## src/rtl/safe_pkg.sv

```systemverilog
// Shared definitions for the safe code-entry path: state encoding,
// default digit geometry and a helper for picking digits out of a code word.
package safe_pkg;

  localparam int DIGIT_W  = 4;
  localparam int CODE_LEN = 4;

  // Encoding is visible on the debug/display state port, so it is fixed here.
  typedef enum logic [2:0] {
    ST_IDLE    = 3'd0,
    ST_ENTRY   = 3'd1,
    ST_CHECK   = 3'd2,
    ST_OPEN    = 3'd3,
    ST_FAIL    = 3'd4,
    ST_LOCKOUT = 3'd5
  } state_e;

  // Digit 0 lives in the LSBs and is the first digit keyed.
  function automatic logic [DIGIT_W-1:0] code_slot(
    input logic [DIGIT_W*CODE_LEN-1:0] code,
    input int unsigned                 idx
  );
    return code[idx*DIGIT_W +: DIGIT_W];
  endfunction

endpackage

```

## src/rtl/safe_entry_controller_if.sv

```systemverilog
// Keypad, stored-code and lock-driver/display signals of the code-entry
// controller. master drives the keypad side, slave is the controller.
interface safe_entry_controller_if #(
  parameter int DIGIT_W  = safe_pkg::DIGIT_W,
  parameter int CODE_LEN = safe_pkg::CODE_LEN
);

  logic                         key_valid;
  logic [DIGIT_W-1:0]           key_value;
  logic                         enter_pulse;
  logic                         clear_pulse;
  logic [DIGIT_W*CODE_LEN-1:0]  code_word;
  logic                         increment_counter_pulse;
  logic                         restart_pulse;
  logic                         unlock;
  logic                         error;
  logic                         locked_out;
  logic [1:0]                   attempts;
  logic [2:0]                   state;

  modport master (
    output key_valid, key_value, enter_pulse, clear_pulse, code_word,
    input  increment_counter_pulse, restart_pulse, unlock, error,
           locked_out, attempts, state
  );

  modport slave (
    input  key_valid, key_value, enter_pulse, clear_pulse, code_word,
    output increment_counter_pulse, restart_pulse, unlock, error,
           locked_out, attempts, state
  );

endinterface

```

## src/rtl/safe_hold_timer.sv

```systemverilog
// Loadable down-counter shared by the OPEN and LOCKOUT hold periods.
// After a load of N-1, done is high in the N-th cycle following the load.
module safe_hold_timer #(
  parameter int TIMER_W = 9
) (
  input  logic               clk,
  input  logic               rst,
  input  logic               load,
  input  logic [TIMER_W-1:0] load_value,
  output logic               done
);

  logic [TIMER_W-1:0] count_q, count_d;
  logic               active_q, active_d;

  // Load wins; otherwise count down while active and stop once zero is reached.
  always_comb begin
    count_d  = count_q;
    active_d = active_q;
    if (load) begin
      count_d  = load_value;
      active_d = 1'b1;
    end else if (active_q) begin
      if (count_q == '0) begin
        active_d = 1'b0;
      end else begin
        count_d = count_q - TIMER_W'(1);
      end
    end
  end

  // Timer state registers.
  always_ff @(posedge clk or posedge rst) begin
    if (rst) begin
      count_q  <= '0;
      active_q <= 1'b0;
    end else begin
      count_q  <= count_d;
      active_q <= active_d;
    end
  end

  assign done = active_q && (count_q == '0);

endmodule

```

## src/rtl/safe_entry_controller.sv

```systemverilog
// Code-entry sequencer: assembles keypad digits, drives the external digit
// counter, checks the entry against the stored code and manages unlock,
// error reporting and attempt lockout. Every output comes straight from a flop.
module safe_entry_controller
  import safe_pkg::*;
#(
  parameter int DIGIT_W        = safe_pkg::DIGIT_W,
  parameter int CODE_LEN       = safe_pkg::CODE_LEN,
  parameter int MAX_ATTEMPTS   = 3,
  parameter int OPEN_CYCLES    = 50,
  parameter int LOCKOUT_CYCLES = 200
) (
  input  logic                    clk,
  input  logic                    sys_reset,
  safe_entry_controller_if.slave  bus
);

  localparam int HOLD_MAX = (OPEN_CYCLES > LOCKOUT_CYCLES) ? OPEN_CYCLES : LOCKOUT_CYCLES;
  localparam int TIMER_W  = $clog2(HOLD_MAX) + 1;
  localparam int IDX_W    = $clog2(CODE_LEN + 1);
  localparam int ENTRY_W  = DIGIT_W * CODE_LEN;
  localparam logic [IDX_W-1:0] FULL_IDX = IDX_W'(CODE_LEN);
  localparam logic [1:0]       MAX_ATT  = 2'(MAX_ATTEMPTS);

  state_e             state_q, state_d;
  logic [IDX_W-1:0]   wr_idx_q, wr_idx_d;
  logic [ENTRY_W-1:0] entry_q, entry_d;
  logic [1:0]         attempts_q, attempts_d;
  logic               inc_q, inc_d;
  logic               restart_q, restart_d;
  logic               unlock_q, unlock_d;
  logic               error_q, error_d;
  logic               locked_q, locked_d;

  logic               accept_key;
  logic               do_clear;
  logic               leaving_open;
  logic               timer_load;
  logic [TIMER_W-1:0] timer_value;
  logic               timer_done;

  safe_hold_timer #(.TIMER_W(TIMER_W)) u_hold_timer (
    .clk        (clk),
    .rst        (sys_reset),
    .load       (timer_load),
    .load_value (timer_value),
    .done       (timer_done)
  );

  // All state, datapath and output flops; reset never emits a restart pulse.
  always_ff @(posedge clk or posedge sys_reset) begin
    if (sys_reset) begin
      state_q    <= ST_IDLE;
      wr_idx_q   <= '0;
      entry_q    <= '0;
      attempts_q <= '0;
      inc_q      <= 1'b0;
      restart_q  <= 1'b0;
      unlock_q   <= 1'b0;
      error_q    <= 1'b0;
      locked_q   <= 1'b0;
    end else begin
      state_q    <= state_d;
      wr_idx_q   <= wr_idx_d;
      entry_q    <= entry_d;
      attempts_q <= attempts_d;
      inc_q      <= inc_d;
      restart_q  <= restart_d;
      unlock_q   <= unlock_d;
      error_q    <= error_d;
      locked_q   <= locked_d;
    end
  end

  // Next-state decision; in IDLE/ENTRY clear beats enter beats key.
  always_comb begin
    state_d    = state_q;
    accept_key = 1'b0;
    do_clear   = 1'b0;
    unique case (state_q)
      ST_IDLE, ST_ENTRY: begin
        if (bus.clear_pulse) begin
          do_clear = 1'b1;
          state_d  = ST_IDLE;
        end else if (bus.enter_pulse && (state_q == ST_ENTRY)) begin
          state_d = (wr_idx_q == FULL_IDX) ? ST_CHECK : ST_FAIL;
        end else if (bus.key_valid && (wr_idx_q < FULL_IDX)) begin
          accept_key = 1'b1;
          state_d    = ST_ENTRY;
        end
      end
      ST_CHECK:   state_d = (entry_q == bus.code_word) ? ST_OPEN : ST_FAIL;
      ST_OPEN:    if (timer_done) state_d = ST_IDLE;
      ST_FAIL:    state_d = (attempts_q >= MAX_ATT) ? ST_LOCKOUT : ST_IDLE;
      ST_LOCKOUT: if (timer_done) state_d = ST_IDLE;
      default:    state_d = ST_IDLE;
    endcase
  end

  // Entry register, write index and attempt counter updates.
  always_comb begin
    wr_idx_d     = wr_idx_q;
    entry_d      = entry_q;
    attempts_d   = attempts_q;
    leaving_open = (state_q == ST_OPEN) && (state_d == ST_IDLE);
    if (accept_key) begin
      entry_d[int'(wr_idx_q)*DIGIT_W +: DIGIT_W] = bus.key_value;
      wr_idx_d = wr_idx_q + IDX_W'(1);
    end
    if (do_clear || leaving_open || (state_d == ST_FAIL)) begin
      wr_idx_d = '0;
      entry_d  = '0;
    end
    if ((state_d == ST_FAIL) && (attempts_q < MAX_ATT)) begin
      attempts_d = attempts_q + 2'd1;
    end
    if ((state_d == ST_OPEN) || ((state_q == ST_LOCKOUT) && (state_d == ST_IDLE))) begin
      attempts_d = '0;
    end
  end

  // Output pulses/flags and hold-timer loading, derived from the next state.
  always_comb begin
    inc_d       = accept_key;
    restart_d   = do_clear || leaving_open || (state_d == ST_FAIL);
    unlock_d    = (state_d == ST_OPEN);
    error_d     = (state_d == ST_FAIL);
    locked_d    = (state_d == ST_LOCKOUT);
    timer_load  = ((state_d == ST_OPEN) && (state_q != ST_OPEN)) ||
                  ((state_d == ST_LOCKOUT) && (state_q != ST_LOCKOUT));
    timer_value = (state_d == ST_OPEN) ? TIMER_W'(OPEN_CYCLES - 1)
                                       : TIMER_W'(LOCKOUT_CYCLES - 1);
  end

  assign bus.increment_counter_pulse = inc_q;
  assign bus.restart_pulse           = restart_q;
  assign bus.unlock                  = unlock_q;
  assign bus.error                   = error_q;
  assign bus.locked_out              = locked_q;
  assign bus.attempts                = attempts_q;
  assign bus.state                   = state_q;

endmodule

```

## src/flat_wrapper.sv

```systemverilog
// flat-port wrapper written by rule: the top's interface ports become plain ports
module safe_entry_controller_flat import safe_pkg::*;
#(
  parameter int DIGIT_W        = safe_pkg::DIGIT_W,
  parameter int CODE_LEN       = safe_pkg::CODE_LEN,
  parameter int MAX_ATTEMPTS   = 3,
  parameter int OPEN_CYCLES    = 50,
  parameter int LOCKOUT_CYCLES = 200
)
  (clk, sys_reset, bus_key_valid, bus_key_value, bus_enter_pulse, bus_clear_pulse, bus_code_word, bus_increment_counter_pulse, bus_restart_pulse, bus_unlock, bus_error, bus_locked_out, bus_attempts, bus_state);
  safe_entry_controller_if #(.DIGIT_W(DIGIT_W), .CODE_LEN(CODE_LEN)) bus_i ();
  input  logic clk;
  input  logic sys_reset;
  input wire logic [$bits(bus_i.key_valid)-1:0] bus_key_valid;
  input wire logic [$bits(bus_i.key_value)-1:0] bus_key_value;
  input wire logic [$bits(bus_i.enter_pulse)-1:0] bus_enter_pulse;
  input wire logic [$bits(bus_i.clear_pulse)-1:0] bus_clear_pulse;
  input wire logic [$bits(bus_i.code_word)-1:0] bus_code_word;
  output wire logic [$bits(bus_i.increment_counter_pulse)-1:0] bus_increment_counter_pulse;
  output wire logic [$bits(bus_i.restart_pulse)-1:0] bus_restart_pulse;
  output wire logic [$bits(bus_i.unlock)-1:0] bus_unlock;
  output wire logic [$bits(bus_i.error)-1:0] bus_error;
  output wire logic [$bits(bus_i.locked_out)-1:0] bus_locked_out;
  output wire logic [$bits(bus_i.attempts)-1:0] bus_attempts;
  output wire logic [$bits(bus_i.state)-1:0] bus_state;
  assign bus_i.key_valid = bus_key_valid;
  assign bus_i.key_value = bus_key_value;
  assign bus_i.enter_pulse = bus_enter_pulse;
  assign bus_i.clear_pulse = bus_clear_pulse;
  assign bus_i.code_word = bus_code_word;
  assign bus_increment_counter_pulse = bus_i.increment_counter_pulse;
  assign bus_restart_pulse = bus_i.restart_pulse;
  assign bus_unlock = bus_i.unlock;
  assign bus_error = bus_i.error;
  assign bus_locked_out = bus_i.locked_out;
  assign bus_attempts = bus_i.attempts;
  assign bus_state = bus_i.state;
  safe_entry_controller #(.DIGIT_W(DIGIT_W), .CODE_LEN(CODE_LEN), .MAX_ATTEMPTS(MAX_ATTEMPTS), .OPEN_CYCLES(OPEN_CYCLES), .LOCKOUT_CYCLES(LOCKOUT_CYCLES)) u_core (.clk(clk), .sys_reset(sys_reset), .bus(bus_i));
endmodule
```

## config.mk

```make
export PLATFORM = sky130hd
export DESIGN_NAME = safe_entry_controller_flat
export DESIGN_NICKNAME = d
export VERILOG_FILES = /design/src/rtl/safe_pkg.sv /design/src/rtl/safe_entry_controller_if.sv /design/src/rtl/safe_hold_timer.sv /design/src/rtl/safe_entry_controller.sv /design/src/flat_wrapper.sv
export SDC_FILE = /design/constraint.sdc
export NUM_CORES = 1
export LEC_CHECK = 0
export CORE_MARGIN = 5
export CORE_UTILIZATION = 40
export DETAILED_ROUTE_END_ITERATION = 7
export GPL_TIMING_DRIVEN = 1
export MAX_ROUTING_LAYER = met4
export SYNTH_ARGS = -nofsm -noshare
export SYNTH_HDL_FRONTEND = slang
export SYNTH_SLANG_ARGS = --single-unit
```

## constraint.sdc

```tcl
create_clock -name clk -period 2.9 [get_ports clk]
set_clock_uncertainty 0.05 [all_clocks]
set_input_delay 0.725 -clock clk [delete_from_list [all_inputs] [get_ports clk]]
set_output_delay 0.725 -clock clk [all_outputs]
set_load 0.05 [all_outputs]
```

==> results of run 1 <==
-- state kept, by name, indices dropped and copies added (netlist names) --
register / count
u_core.bus.attempts: 2
u_core.bus.error: 1
u_core.bus.increment_counter_pulse: 1
u_core.bus.locked_out: 1
u_core.bus.restart_pulse: 1
u_core.bus.state: 3
u_core.bus.unlock: 1
u_core.entry_q: 16
u_core.u_hold_timer.active_q: 1
u_core.u_hold_timer.count_q: 9
u_core.wr_idx_q: 3
-- cells in the final DEF, fill, tap and decap left out, types with 5 or more instances in the layout --
cell type	n
nand4_1	6
nand2_1	12
nor3_1	5
xnor2_1	21
clkbuf_8	5
inv_1	11
nor2_1	25
dfrtp_1	39
clkdlybuf4s50_1	34
and2_1	6
buf_4	7
o21ai_0	9
ha_1	7
mux2i_1	14
-- cell families (layout without fill, tap and decap cells) --
family / count (synthesis) / after routing / synth area share, %
flops: 39 / 39 / 45.32
compound gates: 25 / 25 / 7.438
mux: 15 / 15 / 7.031
buf+inv: 17 / 61 / 3.835
simple gates: 82 / 82 / 22.14
fa+ha+maj: 7 / 7 / 4.067
xor+xnor: 25 / 25 / 10.17
-- area by class of cell --
| type | count | area, um^2 | share of cell area (%) |
|---|---|---|---|
| timing repair buffer | 42 | 412.9 | 15.28 |
| multi-input combinational | 154 | 1102 | 40.81 |
| sequential | 39 | 975.9 | 36.13 |
| clock buffer | 7 | 76.32 | 2.825 |
| clock inverter | 1 | 5.005 | 0.1853 |
| tap | 70 | 87.58 | 3.242 |
| inverter | 11 | 41.29 | 1.528 |
-- report_power, final --
group	internal, mW	leakage (nW)	switching [mW]	total, mW
sequential	0.654	0.509	0.111	0.765
combinational	0.309	0.608	0.384	0.693
clock	0.169	0.0422	0.176	0.345
-- worst max-delay path, cell delays in order --
cell	delay, ns
clkdlybuf4s50_1	0.48
xnor2_1	0.12
nand4_1	0.15
nor4_1	0.47
nor2b_1	0.27
o41ai_2	0.13
buf_12	0.18
o31ai_1	0.24
-- worst paths after layout --
kind                                                       startpoint                        endpoint  slack, ns
setup / recovery                                     bus_code_word[6]  u_core.entry_q[10]$_DFFE_PP0P_       0.27
hold / removal                         u_core.entry_q[15]$_DFFE_PP0P_  u_core.entry_q[15]$_DFFE_PP0P_       0.50
setup reg to reg           u_core.u_hold_timer.count_q[0]$_DFFE_PP0P_  u_core.entry_q[10]$_DFFE_PP0P_       0.47
hold reg to reg                        u_core.entry_q[15]$_DFFE_PP0P_  u_core.entry_q[15]$_DFFE_PP0P_       0.50
max in group asynchronous                                   sys_reset  u_core.entry_q[12]$_DFFE_PP0P_       1.64
min in group asynchronous                                   sys_reset   u_core.entry_q[9]$_DFFE_PP0P_       0.81
-- through the flow --
step                      power (mW)  TNS (ns)  instance area, um^2  instances  hold WS (ns)
after global routing           1.923         0                 2701        324        0.5247
after global placement         1.458   -0.3082                 2620        316        0.4775
after floorplan                1.259         0                 2153        210        0.4494
after detailed placement       1.465   -0.3323                 2620        316        0.4888
final                          1.802         0                 2701        324        0.4996
after CTS                      1.826         0                 2701        324        0.5054
-- layer usage --
layer / vias up / GRT usage (%) / share of wire [%]
li1: 805 / - / -
met1: 751 / 18.78 / 49
met2: 28 / 20.85 / 46
met3: 5 / 2.673 / 3.4
met4: 0 / 4.458 / 1.2
met5: - / - / 0
==> results by group, run 1 <==
Outcome
  • Status: complete, no violations

GRT
  • Vias in the first global route: around 1.6k
  • Initial antenna violation count: 0
  • Global route overflow: 0
  • Pin count of the biggest net entering global routing: 40
  • First-pass GRT wire length: around 7.8 mm
  • GR Util All Layers: 13.85%

Timing
  • Final Hold Fails: 0
  • Worst slew pin tran: 0.6428 ns
  • # setup viols final: 0
  • Max-slew violations: 0
  • Crit path time final: between 2 and 3 ns
  • Slew HR: a little under three fifths
  • Achievable frequency: 380.1 MHz
  • Tcrit/Tclk final: around 91%
  • Final worst slack: 0.2692 ns
  • Unrepaired setup endpoints after global routing: false

Clock tree
  • CTS max path bufs: 2
  • H-Tree Depth: 2
  • Total CTS buffers: 5
  • Sink Count: 39
  • Worst-Skew Late Latency: approximately 0.28 ns
  • CTS tree: built
  • Post-CTS Setup Repair Bufs: 0
  • Hold buffers post-CTS: 0
  • Clock transition at path regs: ~0.070 ns
  • Post-CTS sizing: 0
  • Root buffer cell: clkbuf_8

Layout
  • Fin util: 52.23%
  • Final net count: 285
  • # fillers: between 400 and 500
  • Area delta synth->final: 25.45%
  • Ant diodes: 0
  • Share of layout cells above drive strength 1: ~9%

Worst setup path
  • Critical Path AT: around 2.8 ns
  • WS Path Type: in -> reg
  • Setup crit start kind: primary input
  • Worst EP required: just over 3 ns
  • Crit path max fanout: 20
  • Register-to-Register Path Depth: 8
  • CP Capture Type: register

Floorplanning
  • Die width: 83.37 um
  • Die Y: 83.37 um
  • Die area: a little under 0.007 mm^2
  • Number of top-level pins: 35
  • Cell Rows: 26
  • Core Footprint: a little over 0.005 mm^2
  • Initial Utilization: between 40% and 50%

Synthesis
  • Post-Syn Nets: roughly 240
  • Yosys synthesis warning count: 0
  • Post-Syn Area per Cell: about 10 um^2
  • Post-synth top flop: dfrtp_1
  • Async S/R FF share, synth: 100.0%
  • Post-synth EDFFs: 0
  • Top cells by area, synth: dfrtp_1, xnor2_1, mux2i_1
  • Syn Inst Count: 210
  • Sequential fraction of the synthesis area: between 40% and 50%
  • Synth unique cells: 44
  • Mapped Area: around 0.0022 mm^2
  • Number of synthesized register bits: 39
  • Top-count cell post-synth: dfrtp_1
  • Leading area contributor after synthesis: dfrtp_1
  • Top post-synthesis cells by count: dfrtp_1, nor2_1, xnor2_1
  • Top cell type's share of synthesized area: between 40 and 50%

Power and ir drop
  • Maximum VDD drop: approximately 330 uV
  • Static Leakage: 1.159 nW
  • Power density cells: roughly 670 mW/mm^2

Routing
  • Final wirelength: 4.490 mm
  • Vias per cell: 4.904
  • Router iterations before antenna repair: 4
  • Iter 0 DRT Violations: between 50 and 60
  • Post-route ant nets: 0
  • Vias: ~1.6k
  • Routed wire length per instance: 13.86 um
  • # DRC: 0

Hold path
  • Hold crit path type: reg -> reg
  • Hold path depth: 2

Job
  • Max Cap Viol: 0

Place
  • Gpl congestion: a little over 0.8
  • Post-Place Setup Slack: -0.06550 ns
  • HPWL after DPL: about 3.4 mm
  • IO Port Bufs: 34
Note: power is estimated with default switching activity, not from simulation.
==> run 2: changes to the inputs <==
==> constraint.sdc (replaced) <==
create_clock -name clk -period 3.2 [get_ports clk]
set_clock_uncertainty 0.05 [all_clocks]
set_input_delay 0.8 -clock clk [delete_from_list [all_inputs] [get_ports clk]]
set_output_delay 0.8 -clock clk [all_outputs]
set_load 0.05 [all_outputs]
==> results by group, run 2 (same netlist as run 1, synthesis figures left out) <==
Timing
  • Unrepaired setup endpoints after global routing: false
  • Final Hold Fails: 0 (unchanged)
  • Fin Hold WS: 0.5039 ns (+0.004257 ns)
  • Worst slew pin tran: 0.6872 ns (+0.04447 ns)
  • Slew HR: 53.68% (-3.1 points)
  • Tcrit/Tclk final: about nine tenths
  • Setup TNS: 0 ns (unchanged)
  • Final worst slack: 0.3783 ns (+0.1092 ns)
  • Max-slew violations: 0 (unchanged)
  • Achievable frequency: between 300 and 400 MHz
  • # setup viols final: 0 (unchanged)
  • Crit path time final: roughly 2.8 ns

Clock tree
  • CTS tree: built
  • Hold buffers post-CTS: 0 (unchanged)
  • Sink Count: 39 (unchanged)
  • CTS max path bufs: 2 (unchanged)
  • Post-CTS sizing: 0 (unchanged)
  • Root buffer cell: clkbuf_8
  • Post-CTS Setup Repair Bufs: 0 (unchanged)
  • H-Tree Depth: 2 (unchanged)
  • Total CTS buffers: 5 (unchanged)
  • Clock transition at path regs: 0.08 ns (about the same)
  • Worst-Skew Late Latency: 0.29 ns (about the same)

Worst setup path
  • Worst path slowest cell: o41ai_2
  • CP max stage delay: 0.67 ns (+0.19 ns)
  • Critical-path cell list: clkdlybuf4s50_1, nand2_1, or3_1, nor2b_1, o41ai_2, buf_4, nor2_1
  • Crit path max fanout: 14 (-30%)
  • WS Path Type: in -> reg
  • Worst EP required: 3.33 ns (+0.30 ns)
  • CP top delay family: buffers and inverters
  • Setup crit start kind: primary input
  • CP Capture Type: register
  • Critical Path AT: 2.95 ns (+0.19 ns)
  • WP buf/inv: 2 (unchanged)

Layout
  • Layout Cell Area excl Fill: 0.002718 mm^2 (+0.60%)
  • Fin util: 52.54% (+0.31 points)
  • Final net count: 284 (-0.35%)
  • Registers with the most flip-flops: u_core.entry_q x16, u_core.u_hold_timer.count_q x9
  • Ant diodes: 0 (unchanged)
  • Area delta synth->final: 26.21%
  • Share of layout cells above drive strength 1: 9.486% (+0.43 points)
  • Most common cell after layout, fill and taps aside: dfrtp_1
  • Non-filler cells, final: 323 (-0.31%)
  • Most frequent cells in the layout: dfrtp_1, clkdlybuf4s50_1, nor2_1, xnor2_1, mux2i_1
  • Largest reg by FF count: u_core.entry_q
  • Number of flip-flops in the largest register: 16 (unchanged)

GRT
  • GR Util All Layers: 14.61% (+0.76 points)
  • First-pass GRT wire length: 8.045 mm (+3.7%)
  • Pin count of the biggest net entering global routing: 40 (unchanged)
  • Initial antenna violation count: 0 (unchanged)
  • Vias in the first global route: 1620 (+1.1%)
  • Global route overflow: 0 (unchanged)

Place
  • Placed insts: 315 (-0.32%)
  • IO Port Bufs: 34 (unchanged)
  • Gpl congestion: 0.7771 (-3.8%)
  • HPWL after DPL: 3.383 mm (+0.28%)
  • Placed inst area: 0.002600 mm^2 (-0.76%)
  • Post-Place Setup Slack: 0.07203 ns (+0.1375 ns)

Routing
  • Vias per cell: 4.910 (+0.12%)
  • Post-route ant nets: 0 (unchanged)
  • Met2 WL: 2.131 mm (+2.6%)
  • Routed wire length per instance: 13.78 um (-0.58%)
  • # DRC: 0 (unchanged)
  • Router iterations before antenna repair: 4 (unchanged)
  • Met3 wire len: 116 um (-24%)
  • Vias: 1586 (-0.19%)
  • Highest Signal Layer: met4
  • Final wirelength: 4.450 mm (-0.89%)
  • Metal-1 WL: 2.149 mm (-2.5%)
  • Iter 0 DRT Violations: 44 (-21%)

Floorplanning
  • Die area: 0.006951 mm^2 (unchanged)
  • Core Footprint: 0.005172 mm^2 (unchanged)
  • Die Y: 83.37 um (unchanged)
  • Initial Utilization: 41.63% (unchanged)
  • Cell Rows: 26 (unchanged)
  • Number of top-level pins: 35 (unchanged)
  • Die width: 83.37 um (unchanged)

Power and ir drop
  • Power consumption: 1.731 mW (-4.0%)
  • Power density cells: 636.9 mW/mm^2 (-4.5%)
  • Static Leakage: 1.169 nW (+0.79%)
  • Maximum VDD drop: 325.7 uV (-1.7%)

Outcome
  • Status: complete, no violations

Job
  • Max Cap Viol: 0 (unchanged)

Hold path
  • Hold crit path type: reg -> reg
==> run 2: cell types whose count changed in the layout (fill, tap and decap cells not counted), sizes merged <==
cell	previous run	this run
clkbuf	7	6
buf	8	7
bufinv	0	1
==> run 2: path summary, 6_finish.rpt <==
path | startpoint | end | slack, ns | cells past startpoint
worst max-delay path | bus_enter_pulse | u_core.entry_q[0]$_DFFE_PP0P_ | 0.38 | 7
worst min register to register | u_core.entry_q[3]$_DFFE_PP0P_ | u_core.entry_q[3]$_DFFE_PP0P_ | 0.50 | 2
min in group asynchronous | sys_reset | u_core.entry_q[9]$_DFFE_PP0P_ | 0.88 | 3
max in group asynchronous | sys_reset | u_core.entry_q[5]$_DFFE_PP0P_ | 1.88 | 3
worst max register to register | u_core.u_hold_timer.count_q[0]$_DFFE_PP0P_ | u_core.entry_q[0]$_DFFE_PP0P_ | 0.47 | 8
worst min-delay path | u_core.entry_q[3]$_DFFE_PP0P_ | u_core.entry_q[3]$_DFFE_PP0P_ | 0.50 | 2
==> run 2: area by class of cell <==
cell class,instances,area [um^2]
Clock buffer,6,82.58
Clock inverter,2,35.03
Fill cell,468,2455
Inverter,11,41.29
Multi-Input combinational cell,154,1102
Sequential cell,39,975.9
Tap cell,70,87.58
Timing Repair Buffer,41,392.9
==> run 2: worst reg2reg max path: cells and delay by family (launching register included) <==
family	cells	cell delay [ns]
buf+inv	2	0.45
flops	1	0.42
fa+ha+maj	1	0.16
compound gates	2	0.77
simple gates	3	0.76
==> run 2: power by group <==
| group | internal, mW | switching, mW | leakage [nW] |
|---|---|---|---|
| logic | 0.275 | 0.338 | 0.598 |
| clock network | 0.252 | 0.172 | 0.0612 |
| registers | 0.593 | 0.101 | 0.509 |
==> run 2: metal layers <==
layer | GRT usage (%) | vias to the layer above
met4 | 4.458 | 0
li1 | - | 814
met2 | 21.72 | 17
met3 | 3.366 | 5
met1 | 19.78 | 750
met5 | - | -
==> run 3: changes to the inputs <==
--- a/config.mk
+++ b/config.mk
@@ -10,6 +10,7 @@
 export DETAILED_ROUTE_END_ITERATION = 7
 export GPL_TIMING_DRIVEN = 1
 export MAX_ROUTING_LAYER = met4
+export SKIP_LAST_GASP = 1
 export SYNTH_ARGS = -nofsm -noshare
 export SYNTH_HDL_FRONTEND = slang
 export SYNTH_SLANG_ARGS = --single-unit
==> constraint.sdc (replaced) <==
create_clock -name clk -period 3.2 [get_ports clk]
set_clock_uncertainty 0.05 [all_clocks]
set_input_delay 0.8 -clock clk [delete_from_list [all_inputs] [get_ports clk]]
set_output_delay 0.8 -clock clk [all_outputs]
set_load 0.005 [all_outputs]
==> results of run 3 <==
The final DEF is identical to that of run 2. Status: complete, no violations.
Among the figures that moved: total power 1.731 mW -> 1.641 mW; worst IR drop on VDD 325.7 uV -> 255.3 uV
